===== src/rtl/mem_byte_rmw_pkg.sv =====
// Shared definitions for the MEM-stage byte read-modify-write block.
//   SZ_BYTE/SZ_HALF/SZ_WORD : req_size encodings (2'b11 is illegal)
//   state_e                 : store FSM state (idle / pending RMW write)
package mem_byte_rmw_pkg;

  localparam logic [1:0] SZ_BYTE = 2'b00;
  localparam logic [1:0] SZ_HALF = 2'b01;
  localparam logic [1:0] SZ_WORD = 2'b10;

  typedef enum logic {
    ST_IDLE  = 1'b0,
    ST_WRITE = 1'b1
  } state_e;

endpackage


===== src/rtl/mem_byte_rmw_load_extend.sv =====
// Combinational load extractor: picks the byte/half addressed by addr_lo
// out of the two 16-bit RAM halves and sign- or zero-extends it to 32 bits.
// Ports:
//   size        in  2   access size (SZ_* encodings)
//   is_unsigned in  1   1 = zero-extend, 0 = sign-extend
//   addr_lo     in  2   byte address bits [1:0]
//   q_lo, q_hi  in  16  read data from the low / high RAM halves
//   rdata       out 32  extended load result (word loads pass through)
module load_extend
  import mem_byte_rmw_pkg::*;
(
  input  logic [1:0]  size,
  input  logic        is_unsigned,
  input  logic [1:0]  addr_lo,
  input  logic [15:0] q_lo,
  input  logic [15:0] q_hi,
  output logic [31:0] rdata
);

  logic [15:0] half_val;
  logic [7:0]  byte_val;

  always_comb begin
    half_val = addr_lo[1] ? q_hi : q_lo;
    byte_val = addr_lo[0] ? half_val[15:8] : half_val[7:0];
    case (size)
      SZ_BYTE: rdata = is_unsigned ? {24'h000000, byte_val}
                                   : {{24{byte_val[7]}}, byte_val};
      SZ_HALF: rdata = is_unsigned ? {16'h0000, half_val}
                                   : {{16{half_val[15]}}, half_val};
      default: rdata = {q_hi, q_lo};
    endcase
  end

endmodule


===== src/rtl/mem_byte_rmw.sv =====
// MEM-stage access unit for a RAM built from two 16-bit halves.
// Loads are zero-latency; word/half stores write in one cycle; byte stores
// are a two-cycle read-modify-write (read+merge with stall, then write).
// Ports:
//   clk, rst_n                 clock, async active-low reset
//   req_valid/we/size/unsigned request qualifiers
//   req_addr [11:0]            byte address
//   req_wdata [31:0]           right-aligned store data
//   ram_addr [9:0]             word index to both halves
//   ram_d_lo/hi, ram_we,
//   ram_sel_lo/hi              RAM write port
//   ram_q_lo/hi                async RAM read data
//   rdata [31:0]               extended load data
//   stall                      pipeline hold (byte-store read cycle)
//   misalign                   one-cycle registered error pulse
//   rmw_count [15:0]           saturating count of completed byte stores
module mem_byte_rmw
  import mem_byte_rmw_pkg::*;
(
  input  logic        clk,
  input  logic        rst_n,
  input  logic        req_valid,
  input  logic        req_we,
  input  logic [1:0]  req_size,
  input  logic        req_unsigned,
  input  logic [11:0] req_addr,
  input  logic [31:0] req_wdata,
  output logic [9:0]  ram_addr,
  output logic [15:0] ram_d_lo,
  output logic [15:0] ram_d_hi,
  output logic        ram_we,
  output logic        ram_sel_lo,
  output logic        ram_sel_hi,
  input  logic [15:0] ram_q_lo,
  input  logic [15:0] ram_q_hi,
  output logic [31:0] rdata,
  output logic        stall,
  output logic        misalign,
  output logic [15:0] rmw_count
);

  state_e      state_q, state_d;
  logic [9:0]  lat_addr_q, lat_addr_d;
  logic [15:0] lat_data_q, lat_data_d;
  logic        lat_sel_hi_q, lat_sel_hi_d;
  logic        misalign_q, misalign_d;
  logic [15:0] rmw_count_q, rmw_count_d;

  logic        illegal;
  logic [15:0] cur_half;
  logic [15:0] merged;
  logic [31:0] ext_rdata;

  load_extend u_load_extend (
    .size        (req_size),
    .is_unsigned (req_unsigned),
    .addr_lo     (req_addr[1:0]),
    .q_lo        (ram_q_lo),
    .q_hi        (ram_q_hi),
    .rdata       (ext_rdata)
  );

  always_comb begin
    illegal = (req_size == 2'b11)
            || ((req_size == SZ_HALF) && req_addr[0])
            || ((req_size == SZ_WORD) && (req_addr[1:0] != 2'b00));

    cur_half = req_addr[1] ? ram_q_hi : ram_q_lo;
    merged   = req_addr[0] ? {req_wdata[7:0], cur_half[7:0]}
                           : {cur_half[15:8], req_wdata[7:0]};
  end

  always_comb begin
    state_d      = state_q;
    lat_addr_d   = lat_addr_q;
    lat_data_d   = lat_data_q;
    lat_sel_hi_d = lat_sel_hi_q;
    misalign_d   = 1'b0;
    rmw_count_d  = rmw_count_q;

    ram_addr   = req_addr[11:2];
    ram_d_lo   = '0;
    ram_d_hi   = '0;
    ram_we     = 1'b0;
    ram_sel_lo = 1'b0;
    ram_sel_hi = 1'b0;
    stall      = 1'b0;
    rdata      = '0;

    case (state_q)
      ST_IDLE: begin
        if (req_valid) begin
          if (illegal) begin
            misalign_d = 1'b1;
          end else if (!req_we) begin
            rdata = ext_rdata;
          end else begin
            case (req_size)
              SZ_WORD: begin
                ram_we     = 1'b1;
                ram_sel_lo = 1'b1;
                ram_sel_hi = 1'b1;
                ram_d_lo   = req_wdata[15:0];
                ram_d_hi   = req_wdata[31:16];
              end
              SZ_HALF: begin
                ram_we     = 1'b1;
                ram_sel_lo = !req_addr[1];
                ram_sel_hi = req_addr[1];
                if (req_addr[1]) ram_d_hi = req_wdata[15:0];
                else             ram_d_lo = req_wdata[15:0];
              end
              default: begin
                // Byte store: capture the merged half now, write it next cycle.
                lat_addr_d   = req_addr[11:2];
                lat_data_d   = merged;
                lat_sel_hi_d = req_addr[1];
                stall        = 1'b1;
                state_d      = ST_WRITE;
              end
            endcase
          end
        end
      end
      ST_WRITE: begin
        // Driven purely from latched state; the live request is ignored.
        ram_addr   = lat_addr_q;
        ram_we     = 1'b1;
        ram_sel_lo = !lat_sel_hi_q;
        ram_sel_hi = lat_sel_hi_q;
        if (lat_sel_hi_q) ram_d_hi = lat_data_q;
        else              ram_d_lo = lat_data_q;
        if (rmw_count_q != 16'hFFFF) rmw_count_d = rmw_count_q + 16'd1;
        state_d = ST_IDLE;
      end
      default: state_d = ST_IDLE;
    endcase
  end

  always_ff @(posedge clk or negedge rst_n) begin
    if (!rst_n) begin
      state_q      <= ST_IDLE;
      lat_addr_q   <= '0;
      lat_data_q   <= '0;
      lat_sel_hi_q <= 1'b0;
      misalign_q   <= 1'b0;
      rmw_count_q  <= '0;
    end else begin
      state_q      <= state_d;
      lat_addr_q   <= lat_addr_d;
      lat_data_q   <= lat_data_d;
      lat_sel_hi_q <= lat_sel_hi_d;
      misalign_q   <= misalign_d;
      rmw_count_q  <= rmw_count_d;
    end
  end

  assign misalign  = misalign_q;
  assign rmw_count = rmw_count_q;

endmodule

===== config.mk =====
export PLATFORM = sky130hd
export DESIGN_NAME = mem_byte_rmw
export DESIGN_NICKNAME = d
export VERILOG_FILES = /design/src/rtl/mem_byte_rmw_pkg.sv /design/src/rtl/mem_byte_rmw_load_extend.sv /design/src/rtl/mem_byte_rmw.sv
export SDC_FILE = /design/constraint.sdc
export NUM_CORES = 1
export LEC_CHECK = 0
export ABC_AREA = 1
export BUFFER_PORTS_ARGS = -buffer_cell sky130_fd_sc_hd__buf_2
export CAP_MARGIN = 20
export CELL_PAD_IN_SITES_DETAIL_PLACEMENT = 0
export CELL_PAD_IN_SITES_GLOBAL_PLACEMENT = 1
export CORE_MARGIN = 2
export CORE_UTILIZATION = 33
export DETAILED_ROUTE_END_ITERATION = 6
export GPL_TIMING_DRIVEN = 0
export PLACE_DENSITY = 0.91
export SETUP_SLACK_MARGIN = 0.3
export SYNTH_ARGS = -nofsm -noshare
export SYNTH_HDL_FRONTEND = slang
export SYNTH_HIERARCHICAL = 1
export SYNTH_SLANG_ARGS = --single-unit

===== constraint.sdc =====
create_clock -name clk -period 2.4 [get_ports clk]
set_clock_uncertainty 0.2 [all_clocks]
set_input_delay 0.48 -clock clk [delete_from_list [all_inputs] [get_ports clk]]
set_output_delay 0.48 -clock clk [all_outputs]
set_load 0.02 [all_outputs]

* Word-level counts from Yosys, hierarchy flattened
Cells that the tools add are included.
** Storage, ports and cells
- Input port bits :: 83
- Output and inout port bits :: 95
- Word-level logic and storage cells :: 74
- Register bits after elaboration :: 45
** Operators by class
- Equal/unequal tests :: 4
- Reduce and logical (&&, ||, !) cells :: 11
- Add/sub/neg operators :: 1
- Muxes and demuxes :: 49
- Bitwise logic cells :: 3
** Operator list (number)
- 2-to-1 mux 16 bit :: 12
- 2-to-1 mux 32 bit :: 6
- one-hot mux 16 bit (2 select lines) :: 4
- one-hot mux 32 bit (2 select lines) :: 1
- 2-to-1 mux 1 bit :: 18
- adder 16 x 1 -> 16 bit, second input constant :: 1
- != test 16 bit, second input constant :: 1
- one-hot mux 1 bit (2 select lines) :: 6
- 2-to-1 mux 10 bit :: 1
- 2-to-1 mux 8 bit :: 1
- AND reduction 5 bit :: 1
- == test 2 bit, second input constant :: 2
- NOT 1 bit :: 3
- == test 2 x 1 -> 1 bit, second input constant :: 1
- logical AND 1 bit :: 2
- zero test 1 bit :: 2
- zero test 2 bit :: 1
- logical OR 1 bit :: 2
- AND reduction 2 bit :: 1
- nonzero test 2 bit :: 1
- OR reduction 2 bit :: 1

* Logic depth before layout (Yosys ltp)
- Depth after elaboration :: 8
- Mapped depth :: 11
- Depth with buffers taken out :: 9

* By module
The synthesis kept the hierarchy.
** Modules (own cells, without submodules)
- mem_byte_rmw :: cells an instance 569, seq. area each 1126.1 µm², times used 1, area each 3631.0 µm²
- load_extend :: cells an instance 145, seq. area each 0.0 µm², times used 1, area each 837.1 µm²

* Least setup slack after synthesis
No wires, ideal clock.
- Kind :: input to output
- Start :: in req_size[0]
- End :: out ram_sel_hi
- Buffers on the path :: 2
- Slack :: -0.092 ns
- Arrival :: 1.812 ns
- Required time :: 1.720 ns
- Cell stages on the path :: 9
- Cells stage by stage :: inv_1 -> ha_1 -> buf_2 -> o21ai_2 -> nand2_2 -> nor2_8 -> buf_6 -> nand2_1 -> o21ai_0
** Between the ends
- Word-level cells in the longest chain between the ends :: 7
- Elaborated cells on any way between the ends :: 12
- Classes of those cells :: 3 x eq/ne; 5 x mux; 4 x reduce/logical
** RTL lines
- start: declaration :: RTL line mem_byte_rmw.sv:24 : input logic [1:0] req_size,
- parallel branches: the longest is 4 deep, another holds == test 2 x 1 -> 1 bit
- 2-to-1 mux 1 bit (*) :: RTL line mem_byte_rmw.sv:93 : if (illegal) begin
- 2-to-1 mux 1 bit (*) :: RTL line mem_byte_rmw.sv:92 : if (req_valid) begin
- one-hot mux 1 bit (2 select lines) (*) :: RTL line mem_byte_rmw.sv:90 : case (state_q)
- end: declaration :: RTL line mem_byte_rmw.sv:33 : output logic ram_sel_hi,
Mark *: on every way between the ends.

* Worst setup path in the final report
- Start :: in req_size[0]
- End :: out rdata[23]
** Between the ends
- Word-level cells in the longest chain between the ends :: 7
- Elaborated cells on any way between the ends :: 13
- Classes of those cells :: 3 x eq/ne; 5 x mux; 5 x reduce/logical
** RTL lines
- parallel branches: the longest is 4 deep, another holds one-hot mux 32 bit (2 select lines)
- 2-to-1 mux 32 bit (*) :: RTL line mem_byte_rmw.sv:93
- 2-to-1 mux 32 bit (*) :: RTL line mem_byte_rmw.sv:92
- 2-to-1 mux 32 bit (*) :: RTL line mem_byte_rmw.sv:90
- end: declaration :: RTL line mem_byte_rmw.sv:36 : output logic [31:0] rdata,
Marks and branches as above.

==> flow_summary.toml <==
[run_status]
status = "finished, violations left"
violations = "negative setup slack"

[grt]
grt_max_degree = 46
grt_use_total = 0.2231
grt_overflow = 0
grt_pass1_vias = 5157
grt_pass1_wl_um = 25990
antenna_found_initial = 1

[logic_synthesis]
synth-seq-area-share = 0.2520
syn_inst = 714
ys.flop_type = "dfrtp_1"
syn_avg_cell_area_um2 = 6.258
synth_area_leaders = "dfrtp_1, nand2_1, o21ai_0"
synth_edf_count = 0
syn_area_um2 = 4468
synth_top_cell_area_share = 0.2520
yosysWarnings = 6
synth-async-reset-ratio = 1.000
synth_nets = 801
yosysUniqueCellTypes = 30
synth_top_area_cell = "dfrtp_1"
ys_ff_latch = 45

[place]
placed_cells = 1067
dp_hpwl_um = 12520
pre_cts_ws_ns = -0.4325
dpl_cell_area_um2 = 6195
io_buffer_count = 177
routabilityCongestion = 0.8696

[worst_hold_path]
min-delay-start = "req_valid"
hold_class = "primary input to flop"
hold_depth = 3
hold_end = "misalign"

[setup_path]
crit_path_max_fanout = 5
critical-path-top-delay-family = "buffers and inverters"
end_kind = "output pin"
crit_slowest_cell = "nor2_8"
worstSetupPathType = "primary input to output pin"
slowest_delay_ns = 0.17
path_cells = "buf_12 -> inv_8 -> ha_4 -> buf_8 -> o21ai_2 -> nand2_2 -> nor2_8 -> buf_8 -> buf_12 -> buf_16 -> nand2_4 -> nor2_4 -> buf_6"
worstPathRequired_ns = 1.72
worstSetupStartpointType = "primary input"
crit_arrival_ns = 1.85
r2r-end = "rmw_count[5]"
path_buf_inv = 7
reg2reg_depth = 7
timing.rr.start = "rmw_count[1]"
r2r_setup_slack_ns = 0.51

[timing]
hold_viol = 0
rsz0062_at_grt = "yes"
max_freq_ghz = 0.3960
period_share = 1.052
slew_viol_final = 0
setup-tns-final_ns = -5.053
maxSlewHeadroom = 0.5995
setup_viol = 67
fin_crit_ns = 2.525
fin_hold_ws_ns = 0.2446
tightest_slew_ns = 0.5967
setup_slack_ns = -0.1253

[detailed_routing]
totalWireLength_um = 17590
drt-initial-drc-count = 391
drc = 0
vias = 5521
drtPass1Iterations = 7
antenna_left = 0
wl_per_cell_um = 15.66
vias_per_cell = 4.916

[clock_tree]
cts_sinks = 45
clock_path_buffers = 2
cts_tree = "done"
cts_buffers = 5
cts_max_level = 2
cts_root_buffer = "clkbuf_16"
clk_pin_slew_ns = 0.07
clk_latency_ns = 0.29

[die]
rows = 42
start_util = 0.3374
ios = 178
die_x_um = 120.4
core_um2 = 13240
floorplan.die_area_um2 = 14490
die-height_um = 120.4

[final_layout]
seq_area_um2 = 1129
fin_area_um2 = 7745
multiInputGateArea_um2 = 3689
finish.utilization = 0.5848
nets = 1032
stdcell_count = 1123
areaGrowthSynthToFinish_pct = 73.34
fillers = 1238
drive_above_1_share = 0.4841

[power_and_ir_drop]
p_leak_nw = 3.816
p_per_area_nw_per_um2 = 417.1
irDropWorstVdd_uv = 273.2
power.total_mw = 3.231

[job]
maxCapViolations = 0
cell type report:
class / instances / area share
multi-input combinational: 556 / 0.4763
inverter: 72 / 0.03796
clock inverter: 2 / 0.002262
timing repair buffer: 223 / 0.2338
buffer: 42 / 0.05735
clock buffer: 6 / 0.01793
antenna: 1 / 0.0003231
sequential: 45 / 0.1457
tap: 176 / 0.02843
per-layer routing:
metal | global-route usage | up-vias | wire length [um]
met4 | 0.06759 | 0 | 420
met2 | 0.3803 | 234 | 8627
met5 | 0 | - | 0
met3 | 0.03255 | 29 | 1091
li1 | - | 2763 | -
met1 | 0.2914 | 2495 | 7446
synthesized netlist by cell type, types with 3 or more instances:
cell        n
buf_6      13
clkbuf_1   13
dfrtp_1    45
o21ai_0    65
buf_2      12
buf_4       4
o21ai_2    28
inv_1      66
inv_2       3
nand2_1   256
nand3_1    49
nor2_1     70
xnor2_1     5
o31ai_1     7
nand4_1     8
nor2_8      3
nand3_2    21
a21boi_0    7
ha_1        4
o22ai_1    16
nand2_4     4
nand2_2     5
worst register-to-register path: stages, from the launching register on:
cell and delay, ns:
dfrtp_1 0.42, ha_2 0.26, nand3_1 0.17, nor2_1 0.22
nand2_1 0.13, nand2_2 0.13, buf_4 0.18, o21ai_0 0.08
sequential cells by signal, indices dropped and copies added (netlist names):
name	flops
lat_data_q	16
rmw_count	16
lat_addr_q	10
lat_sel_hi_q	1
misalign	1
state_q	1
placed cells by master, fill, tap and decap left out, types with 13 or more instances in the layout:
cell type	instances
buf_12	13
nor2_1	36
inv_1	62
o22ai_4	16
nand2_2	14
nor2_4	34
nand2_1	234
nand3_1	39
o21ai_0	34
buf_4	52
buf_6	67
buf_2	110
dfrtp_1	43
nand3_2	25
o21ai_2	48
nand2_4	16
worst max-delay path by stage:
stage,depth (start not counted),from,to,slack (ns)
after floorplan,10,req_size[0],rdata[21],0.11
after global placement,11,req_size[0],ram_d_hi[9],-0.43
after detailed placement,11,req_size[0],rdata[0],-0.43
after CTS,11,req_size[0],ram_d_lo[10],-0.10
after global routing,11,req_size[0],ram_d_hi[9],-0.19
final,13,req_size[0],rdata[23],-0.13
power by group:
group,switching [mW],internal (mW)
clock network,0.320,0.421
registers,0.123,0.909
logic,0.862,0.596
total,1.30,1.93
logic make-up after synthesis:
kind of cell / after synthesis / share of synthesized area
and+or+nand+nor: 417 / 0.4189
xor gates and xnor gates: 6 / 0.01176
buffers and inverters: 114 / 0.1255
DFF: 45 / 0.2520
adders and majority gates: 4 / 0.01120
AOI/OAI and AO/OA: 128 / 0.1806
timing repair:
action | CTS | global route
setup buffers | 20 | 18
resized for setup | 137 | 128
setup endpoints to repair | 78 | 87
hold buffers | 0 | 1
endpoints found under the hold margin | 0 | 12
cloned | 2 | 5
pin swaps | 16 | 15
Power figures use the tool's default switching activity.
